==> src/rtl/valid_ctrl_pkg.sv <==
// Shared definitions for the valid-array controller: FSM states and set-count helper.
package valid_ctrl_pkg;

   typedef enum logic [1:0] {
      VC_IDLE,
      VC_UP_WR,
      VC_FLUSH
   } vc_state_t;

   function automatic int num_sets(input int s_index);
      return 1 << s_index;
   endfunction

endpackage

==> src/rtl/valid_ctrl.sv <==
// Sequencer/arbiter that shares one valid_array between lookup, per-way update
// (read-modify-write) and a full-array flush sweep.
module valid_ctrl
   import valid_ctrl_pkg::*;
#(
   parameter int S_INDEX = 4,
   parameter int WIDTH   = 4
) (
   input  logic               clk0,
   input  logic               rst0,
   input  logic               lk_req,
   input  logic [S_INDEX-1:0] lk_set,
   output logic               lk_ready,
   output logic               lk_rvalid,
   output logic [WIDTH-1:0]   lk_rdata,
   input  logic               up_req,
   input  logic [S_INDEX-1:0] up_set,
   input  logic [WIDTH-1:0]   up_mask,
   input  logic               up_val,
   output logic               up_ready,
   output logic               up_done,
   input  logic               flush_req,
   output logic               flush_busy,
   output logic               flush_done,
   output logic               va_csb0,
   output logic               va_web0,
   output logic [S_INDEX-1:0] va_addr0,
   output logic [WIDTH-1:0]   va_din0,
   input  logic [WIDTH-1:0]   va_dout0
);

   localparam int               NUM_SETS = num_sets(S_INDEX);
   localparam logic [S_INDEX:0] CNT_LAST = (S_INDEX+1)'(NUM_SETS - 1);

   vc_state_t          state_reg, state_next;
   logic [S_INDEX:0]   cnt_reg, cnt_next;
   logic [S_INDEX-1:0] set_reg, set_next;
   logic [WIDTH-1:0]   mask_reg, mask_next;
   logic               val_reg, val_next;
   logic [S_INDEX-1:0] last_addr_reg;
   logic               lk_rvalid_reg, lk_rvalid_next;
   logic               flush_done_reg, flush_done_next;

   logic               web_c;
   logic [S_INDEX-1:0] addr_c;
   logic [WIDTH-1:0]   din_c;

   always_ff @(posedge clk0) begin
      if (rst0) begin
         state_reg      <= VC_IDLE;
         cnt_reg        <= '0;
         set_reg        <= '0;
         mask_reg       <= '0;
         val_reg        <= 1'b0;
         last_addr_reg  <= '0;
         lk_rvalid_reg  <= 1'b0;
         flush_done_reg <= 1'b0;
      end else begin
         state_reg      <= state_next;
         cnt_reg        <= cnt_next;
         set_reg        <= set_next;
         mask_reg       <= mask_next;
         val_reg        <= val_next;
         last_addr_reg  <= addr_c;
         lk_rvalid_reg  <= lk_rvalid_next;
         flush_done_reg <= flush_done_next;
      end
   end

   always_comb begin
      state_next      = state_reg;
      cnt_next        = cnt_reg;
      set_next        = set_reg;
      mask_next       = mask_reg;
      val_next        = val_reg;
      lk_rvalid_next  = 1'b0;
      flush_done_next = 1'b0;
      // Idle cycles re-read the previous address so write-enable never lingers.
      web_c           = 1'b1;
      addr_c          = last_addr_reg;
      din_c           = '0;
      up_ready        = 1'b0;
      lk_ready        = 1'b0;
      up_done         = 1'b0;
      flush_busy      = 1'b0;

      case (state_reg)
         VC_IDLE: begin
            up_ready = ~flush_req;
            lk_ready = ~flush_req & ~up_req;
            if (flush_req) begin
               state_next = VC_FLUSH;
               cnt_next   = '0;
            end else if (up_req) begin
               addr_c     = up_set;
               set_next   = up_set;
               mask_next  = up_mask;
               val_next   = up_val;
               state_next = VC_UP_WR;
            end else if (lk_req) begin
               addr_c         = lk_set;
               lk_rvalid_next = 1'b1;
            end
         end
         VC_UP_WR: begin
            // va_dout0 holds the read issued in the accepting IDLE cycle.
            web_c      = 1'b0;
            addr_c     = set_reg;
            din_c      = (va_dout0 & ~mask_reg) | (mask_reg & {WIDTH{val_reg}});
            up_done    = 1'b1;
            state_next = VC_IDLE;
         end
         VC_FLUSH: begin
            flush_busy = 1'b1;
            web_c      = 1'b0;
            addr_c     = cnt_reg[S_INDEX-1:0];
            cnt_next   = cnt_reg + 1'b1;
            if (cnt_reg == CNT_LAST) begin
               state_next      = VC_IDLE;
               flush_done_next = 1'b1;
            end
         end
         default: state_next = VC_IDLE;
      endcase
   end

   assign va_csb0    = 1'b0;
   assign va_web0    = web_c;
   assign va_addr0   = addr_c;
   assign va_din0    = din_c;
   assign lk_rvalid  = lk_rvalid_reg;
   assign lk_rdata   = lk_rvalid_reg ? va_dout0 : '0;
   assign flush_done = flush_done_reg;

endmodule

==> config.mk <==
export PLATFORM = sky130hd
export DESIGN_NAME = valid_ctrl
export DESIGN_NICKNAME = d
export VERILOG_FILES = /design/src/rtl/valid_ctrl_pkg.sv /design/src/rtl/valid_ctrl.sv
export SDC_FILE = /design/constraint.sdc
export NUM_CORES = 1
export LEC_CHECK = 0
export BUFFER_PORTS_ARGS = -buffer_cell sky130_fd_sc_hd__buf_2
export CAP_MARGIN = 20
export CORE_UTILIZATION = 44
export DETAILED_ROUTE_END_ITERATION = 10
export GPL_ROUTABILITY_DRIVEN = 0
export GPL_TIMING_DRIVEN = 1
export MAX_ROUTING_LAYER = met4
export PLACE_DENSITY_LB_ADDON = 0.2
export SLEW_MARGIN = 15
export SYNTH_ARGS = -nofsm -noshare
export SYNTH_HDL_FRONTEND = slang
export SYNTH_SLANG_ARGS = --single-unit
==> constraint.sdc <==
create_clock -name clk0 -period 1.5 [get_ports clk0]
set_input_delay 0.075 -clock clk0 [delete_from_list [all_inputs] [get_ports clk0]]
set_output_delay 0.075 -clock clk0 [all_outputs]
set_load 0.005 [all_outputs]
-- Yosys cells after proc, flatten, opt, wreduce, memory -nomap -nowiden
Cells that the tools add are included.
- add/subtract/negate cells: 1
- eq/ne operators: 6
- multiplexer cells: 19
- bitwise logic cells: 9
- reduce and logical (&&, ||, !) cells: 8
- operators with widths (kind ; number):
    2-to-1 mux 4 bit ; 5
    one-hot mux 4 bit (3 select lines) ; 1
    one-hot mux 5 bit (2 select lines) ; 1
    AND 4 bit ; 2
    2-to-1 mux 1 bit ; 7
    2-to-1 mux 2 bit ; 3
    adder 5 x 1 -> 5 bit, second input constant ; 1
    equality test 5 x 4 -> 1 bit, second input constant ; 1
    2-to-1 mux 5 bit ; 1
    inequality test 2 bit, second input constant ; 2
    inverter 1 bit ; 4
    inverter 4 bit ; 1
    OR 4 bit ; 1
    one-hot mux 2 bit (2 select lines) ; 1
    AND reduction 2 bit ; 2
    OR reduction 2 bit ; 2
    OR reduction 4 bit ; 1
    inequality test 3 bit, second input constant ; 1
    AND reduction 3 bit ; 1
    equality test 2 x 1 -> 1 bit, second input constant ; 1
    equality test 2 bit, second input constant ; 1
    zero test 2 bit ; 1
    nonzero test 2 bit ; 1
    AND 1 bit ; 1
- register bits: 22
- bits of input ports: 22
- output and inout bits: 20
- word-level logic and storage cells: 51

-- Logic depth before layout (Yosys ltp)
- word-level depth: 4
- depth in mapped cells: 7
- gate-level depth less buffers: 7

-- Worst setup path after synthesis
No wires, ideal clock.
- path type: reg-to-reg
- start point: register state_reg[0]
- end point: register cnt_reg[2]
- setup time: 65 ps
- arrival: 1360 ps
- required time: 1435 ps
- setup slack: 75 ps
- stages on the path, launching flop included: 7
- path buffers: 1
- period minus slack after synthesis: 1425 ps
- cell sequence: dfxtp_1 inv_1 ha_1 buf_6 o21ai_0 a22oi_1 nor2_1
- cells in the longest elaborated chain, start to end: 3
- elaborated cells on any way between the ends: 6
- those cells by class: eq/ne (2); mux (1); reduce/logical (3)
- ends and longest elaborated chain (what ; RTL line ; source):
    start: declaration ; valid_ctrl.sv:35 ; vc_state_t state_reg, state_next;
    start signal: assignment ; valid_ctrl.sv:59 ; state_reg <= state_next;
    equality test 2 bit or zero test 2 bit (tied branches) ; valid_ctrl.sv:87 ; case (state_reg)
    nonzero test 2 bit (no line) or inequality test 2 bit (tied branches) ; - ;
    AND reduction 2 bit (no line) ; - ;
    end signal: assignment ; valid_ctrl.sv:60 ; cnt_reg <= cnt_next;
    end: declaration ; valid_ctrl.sv:36 ; logic [S_INDEX:0] cnt_reg, cnt_next;
Parallel ways exist; a longest one is shown, timed or not.
A chain may end at the register's enable or synchronous reset.

-- Worst setup path after layout
- start point: register state_reg[0]
- end point: output port va_addr0[1]
- cells in the longest elaborated chain, start to end: 2
- elaborated cells on any way between the ends: 4
- those cells by class: eq/ne (2); mux (1); reduce/logical (1)
- ends and longest elaborated chain (what ; RTL line ; source):
    equality test 2 bit, or another cell as far along ; valid_ctrl.sv:87 ;
    one-hot mux 4 bit (3 select lines) * ; valid_ctrl.sv:87 ;
    end: declaration ; valid_ctrl.sv:27 ; output logic [S_INDEX-1:0] va_addr0,
Every way passes the cells marked *; elsewhere a longest branch is shown, timed or not.

==> impl_results.md <==
- Post-Route Setup TNS: -732.0 ps
- Clk pwr share: 0.237
- Post-layout min period: 1693 ps
- DRC Markers: 0
- Met2 track demand over resource in global routing: 0.4357
- Commonest cells after routing, fill and taps aside: 40 x sky130_fd_sc_hd__buf_2, 18 x sky130_fd_sc_hd__dfxtp_1, 15 x sky130_fd_sc_hd__nor2_1
- CTS sink count: 22
- Static leakage: 0.7490 nW
- Sequential cell area fraction in the yosys report: 0.3607
- TritonCTS clock tree: done
- Slack of the worst reg-to-reg path: 20 ps
- Share of the clock period used by the worst path: 1.129
- Total of endpoints with negative setup slack in the final report: 5
- Cells traversed along the worst timing path: buf_6 > ha_4 > a22oi_2 > o311a_1 > nor2_1 > buf_2
- Die outline area: approximately 3000 µm²
- Antenna diode count: 0
- Critical Path Sink Type: output pin
- Flip-flop count of the largest register, all copies and words added: 5
- Multi-input gate area: 844.6 µm²
- Setup ws final: -192.9 ps
- Number of maximum-capacitance constraint violations: 0
- Classification of the worst-slack hold path: in2reg
- Die H: 54.68 µm
- CP delay by family, top: compound AO/OA/AOI/OAI gates
- Maximum vdd ir drop: 686.6 µV
- Post-route design area: 1753 µm²
- Met1 global-route usage: 0.2647
- Deepest clock path buffer count: 2
- Area growth from synthesis to final layout: 43.55%
- Max-slew violation count: 0
- Congestion Overflow GR: 0
- Critical Path AT: 1620 ps
- Library cell contributing the largest single delay on the critical path: sky130_fd_sc_hd__dfxtp_2
- Gate Count Post-Synth: 143
- Crit path buffers/inverters: 2
- Number of vias per cell: ~5.5
- Number of detailed-route iterations in the first pass: 4
- WHS: -14.15 ps
- Critical path peak fanout: 5
- Clock transition at the registers of the reported paths: 130 ps
- Layout cells sized above 1: 0.4623
- WP data required: roughly 1400 ps
- Via count of the first global-routing pass: approximately 1,200
- Global-route wire length before repair: 5.119 mm
- Post-synthesis cell type count: 35
- Hold Path Origin: up_mask[1]
- Mean post-synth cell area: ~8.5 µm²
- Starting density of the core: 0.4798
- Detailed router's first-iteration violation count: 16
- Number of top-level pins: 42
- Most common cell after layout, fill and taps aside: sky130_fd_sc_hd__buf_2
- Violated checks: hold timing, setup timing
- Syn_nets: 171
- Count of antenna-violating nets left after detailed routing: 0
- Pwr per Cell Area: 841.6 nW/µm²
- IO buf count: 40
- Setup repair after global routing missed its margin: yes
- Post-Place Setup Slack: ~7.9 ps
- Combined global-route utilization of all metal layers: 0.2469
- Routed wirelength normalized by instance count: 15.42 µm
- Die W: 54.68 µm
- Depth of the CTS H-tree: 1
- Clock root cell: sky130_fd_sc_hd__clkbuf_4
- Combinational group share of total power: 0.324
- Initial antenna violation count: 0
- Net Sw Frac: 0.3169
- Kind of launch point of the worst setup path: flop
- HPWL after detailed placement: around 2.2 mm
- Final worst clock skew: 4.007 ps
- Core area: 2545 µm²
- Yosys warning total: 0
- Outcome: finished with violations
- Endpoints failing hold: 4
- Standard-cell row count: 18
- Global-route met3 utilization: 0.03333
- Fillcell total: 194
- Critical path's largest stage delay: around 360 ps
- Total length of routed wires: 3.532 mm
- Category of the critical setup timing path: reg2out
- Net total in the final layout: roughly 230
- Internal power: 1.008 mW
- Post-Synthesis Cell Area: 1221 µm²
- Net switching power: 467.6 µW
- Seq cells post-synth: 22
- Critical register-to-register path startpoint: state_reg[0]$_SDFFE_PP0P_
- Global routing's busiest layer: met2
- Proportion of power drawn by flip-flops and latches: 0.439
- Achievable frequency: 590.7 MHz
- Number of buffers created by CTS: 3
- Critical path startpoint: state_reg[0]$_SDFFE_PP0P_
- Clock insertion delay at the later pin of the skew report: 330 ps
- Total via count after detailed routing: about 1,300
- Pin count of the biggest net entering global routing: 23
- Storage cell area: 447.9 µm²
- Post-detailed-placement cell area: 1480 µm²
-- final cells by class --
type,count,area share
Clock buffer,4,0.02070
Timing Repair Buffer,58,0.2013
Multi-Input combinational cell,108,0.4818
Tap cell,30,0.02141
Sequential cell,22,0.2555
Inverter,7,0.01927
-- metal layers --
| layer | share of wire | up-vias |
|---|---|---|
| li1 | - | 616 |
| met1 | 0.42 | 590 |
| met2 | 0.50 | 46 |
| met3 | 0.047 | 14 |
| met4 | 0.039 | 0 |
| met5 | 0 | - |
-- worst paths after layout --
check / end / depth (start not counted)
min: mask_reg[1]$_SDFFE_PP0P_ / 3
max: va_addr0[1] / 6
max reg2reg: state_reg[0]$_SDFFE_PP0P_ / 7
min reg2reg: mask_reg[1]$_SDFFE_PP0P_ / 2
-- synthesized netlist by cell type --
cell type	instances	area (µm²)
sky130_fd_sc_hd__inv_1	5	18.77
sky130_fd_sc_hd__dfxtp_1	22	440.4
sky130_fd_sc_hd__nand2b_2	1	8.760
sky130_fd_sc_hd__nor4b_1	2	17.52
sky130_fd_sc_hd__a211oi_1	1	7.510
sky130_fd_sc_hd__nand3_1	6	30.03
sky130_fd_sc_hd__o21a_1	1	7.510
sky130_fd_sc_hd__nand2b_1	3	18.77
sky130_fd_sc_hd__and3_1	1	6.260
sky130_fd_sc_hd__nor3_2	3	30.03
sky130_fd_sc_hd__a22oi_1	5	37.54
sky130_fd_sc_hd__a32oi_1	2	17.52
sky130_fd_sc_hd__nor3b_1	7	52.55
sky130_fd_sc_hd__clkbuf_1	2	7.510
sky130_fd_sc_hd__ha_1	6	75.07
sky130_fd_sc_hd__o311ai_1	1	8.760
sky130_fd_sc_hd__mux2i_1	8	80.08
sky130_fd_sc_hd__inv_2	2	7.510
sky130_fd_sc_hd__a21oi_1	12	60.06
sky130_fd_sc_hd__nand2_2	1	6.260
sky130_fd_sc_hd__o311a_1	3	30.03
sky130_fd_sc_hd__or2_2	1	6.260
sky130_fd_sc_hd__nor3_1	1	5.000
sky130_fd_sc_hd__and2_1	5	31.28
sky130_fd_sc_hd__buf_4	2	15.01
sky130_fd_sc_hd__buf_6	1	11.26
sky130_fd_sc_hd__nor2_1	16	60.06
sky130_fd_sc_hd__conb_1	1	3.750
sky130_fd_sc_hd__nor2b_4	1	13.76
sky130_fd_sc_hd__a2bb2oi_1	1	8.760
sky130_fd_sc_hd__nor2b_1	5	31.28
sky130_fd_sc_hd__buf_2	1	5.000
sky130_fd_sc_hd__o21bai_1	1	7.510
sky130_fd_sc_hd__nand2_1	9	33.78
sky130_fd_sc_hd__o21ai_0	4	20.02
-- power by group through the flow --
stage | Sequential [mW] | Clock, mW | Combinational [mW]
floorplan | 0.647 | 0 | 0.221
CTS | 0.643 | 0.344 | 0.471
detailed placement | 0.649 | 0 | 0.352
global route | 0.651 | 0.369 | 0.518
finish | 0.647 | 0.350 | 0.478
global placement | 0.648 | 0 | 0.342
-- through the flow --
| stage | hold slack, ps | total power [mW] | std cells | util |
|---|---|---|---|---|
| global placement | 329.4 | 0.9897 | 215 | 0.5816 |
| global route | -9.780 | 1.538 | 229 | 0.6888 |
| finish | -14.15 | 1.475 | 229 | 0.6888 |
| detailed placement | 339.5 | 1.001 | 215 | 0.5816 |
| floorplan | 139.3 | 0.8677 | 143 | - |
| CTS | 1.300 | 1.458 | 234 | 0.6780 |
-- worst min-delay path, delay by kind of cell --
kind,cells,cell delay (ps)
AOI/OAI and AO/OA,1,50
buffers and inverters,1,100
and+or+nand+nor,1,50
-- timing repair --
| action | CTS | global route |
|---|---|---|
| gates resized for setup | 25 | 17 |
| pin swaps | 20 | 13 |
| endpoints found under the hold margin | 1 | 0 |
| setup buffers | 15 | 0 |
| hold buffers | 1 | 0 |
| setup endpoints to repair | 14 | 14 |
-- kinds of logic (layout without fill, tap and decap cells) --
| family | after synthesis | in the layout | share of synthesized area |
|---|---|---|---|
| adder cells (fa/ha/maj) | 6 | 6 | 0.06147 |
| flip-flops | 22 | 22 | 0.3607 |
| AND/OR/NAND/NOR | 62 | 62 | 0.2879 |
| AO/OA/AOI/OAI | 31 | 31 | 0.1681 |
| buffers and inverters | 13 | 69 | 0.05328 |
| other | 1 | 1 | 0.003071 |
| multiplexers | 8 | 8 | 0.06558 |
Power figures use the tool's default switching activity.
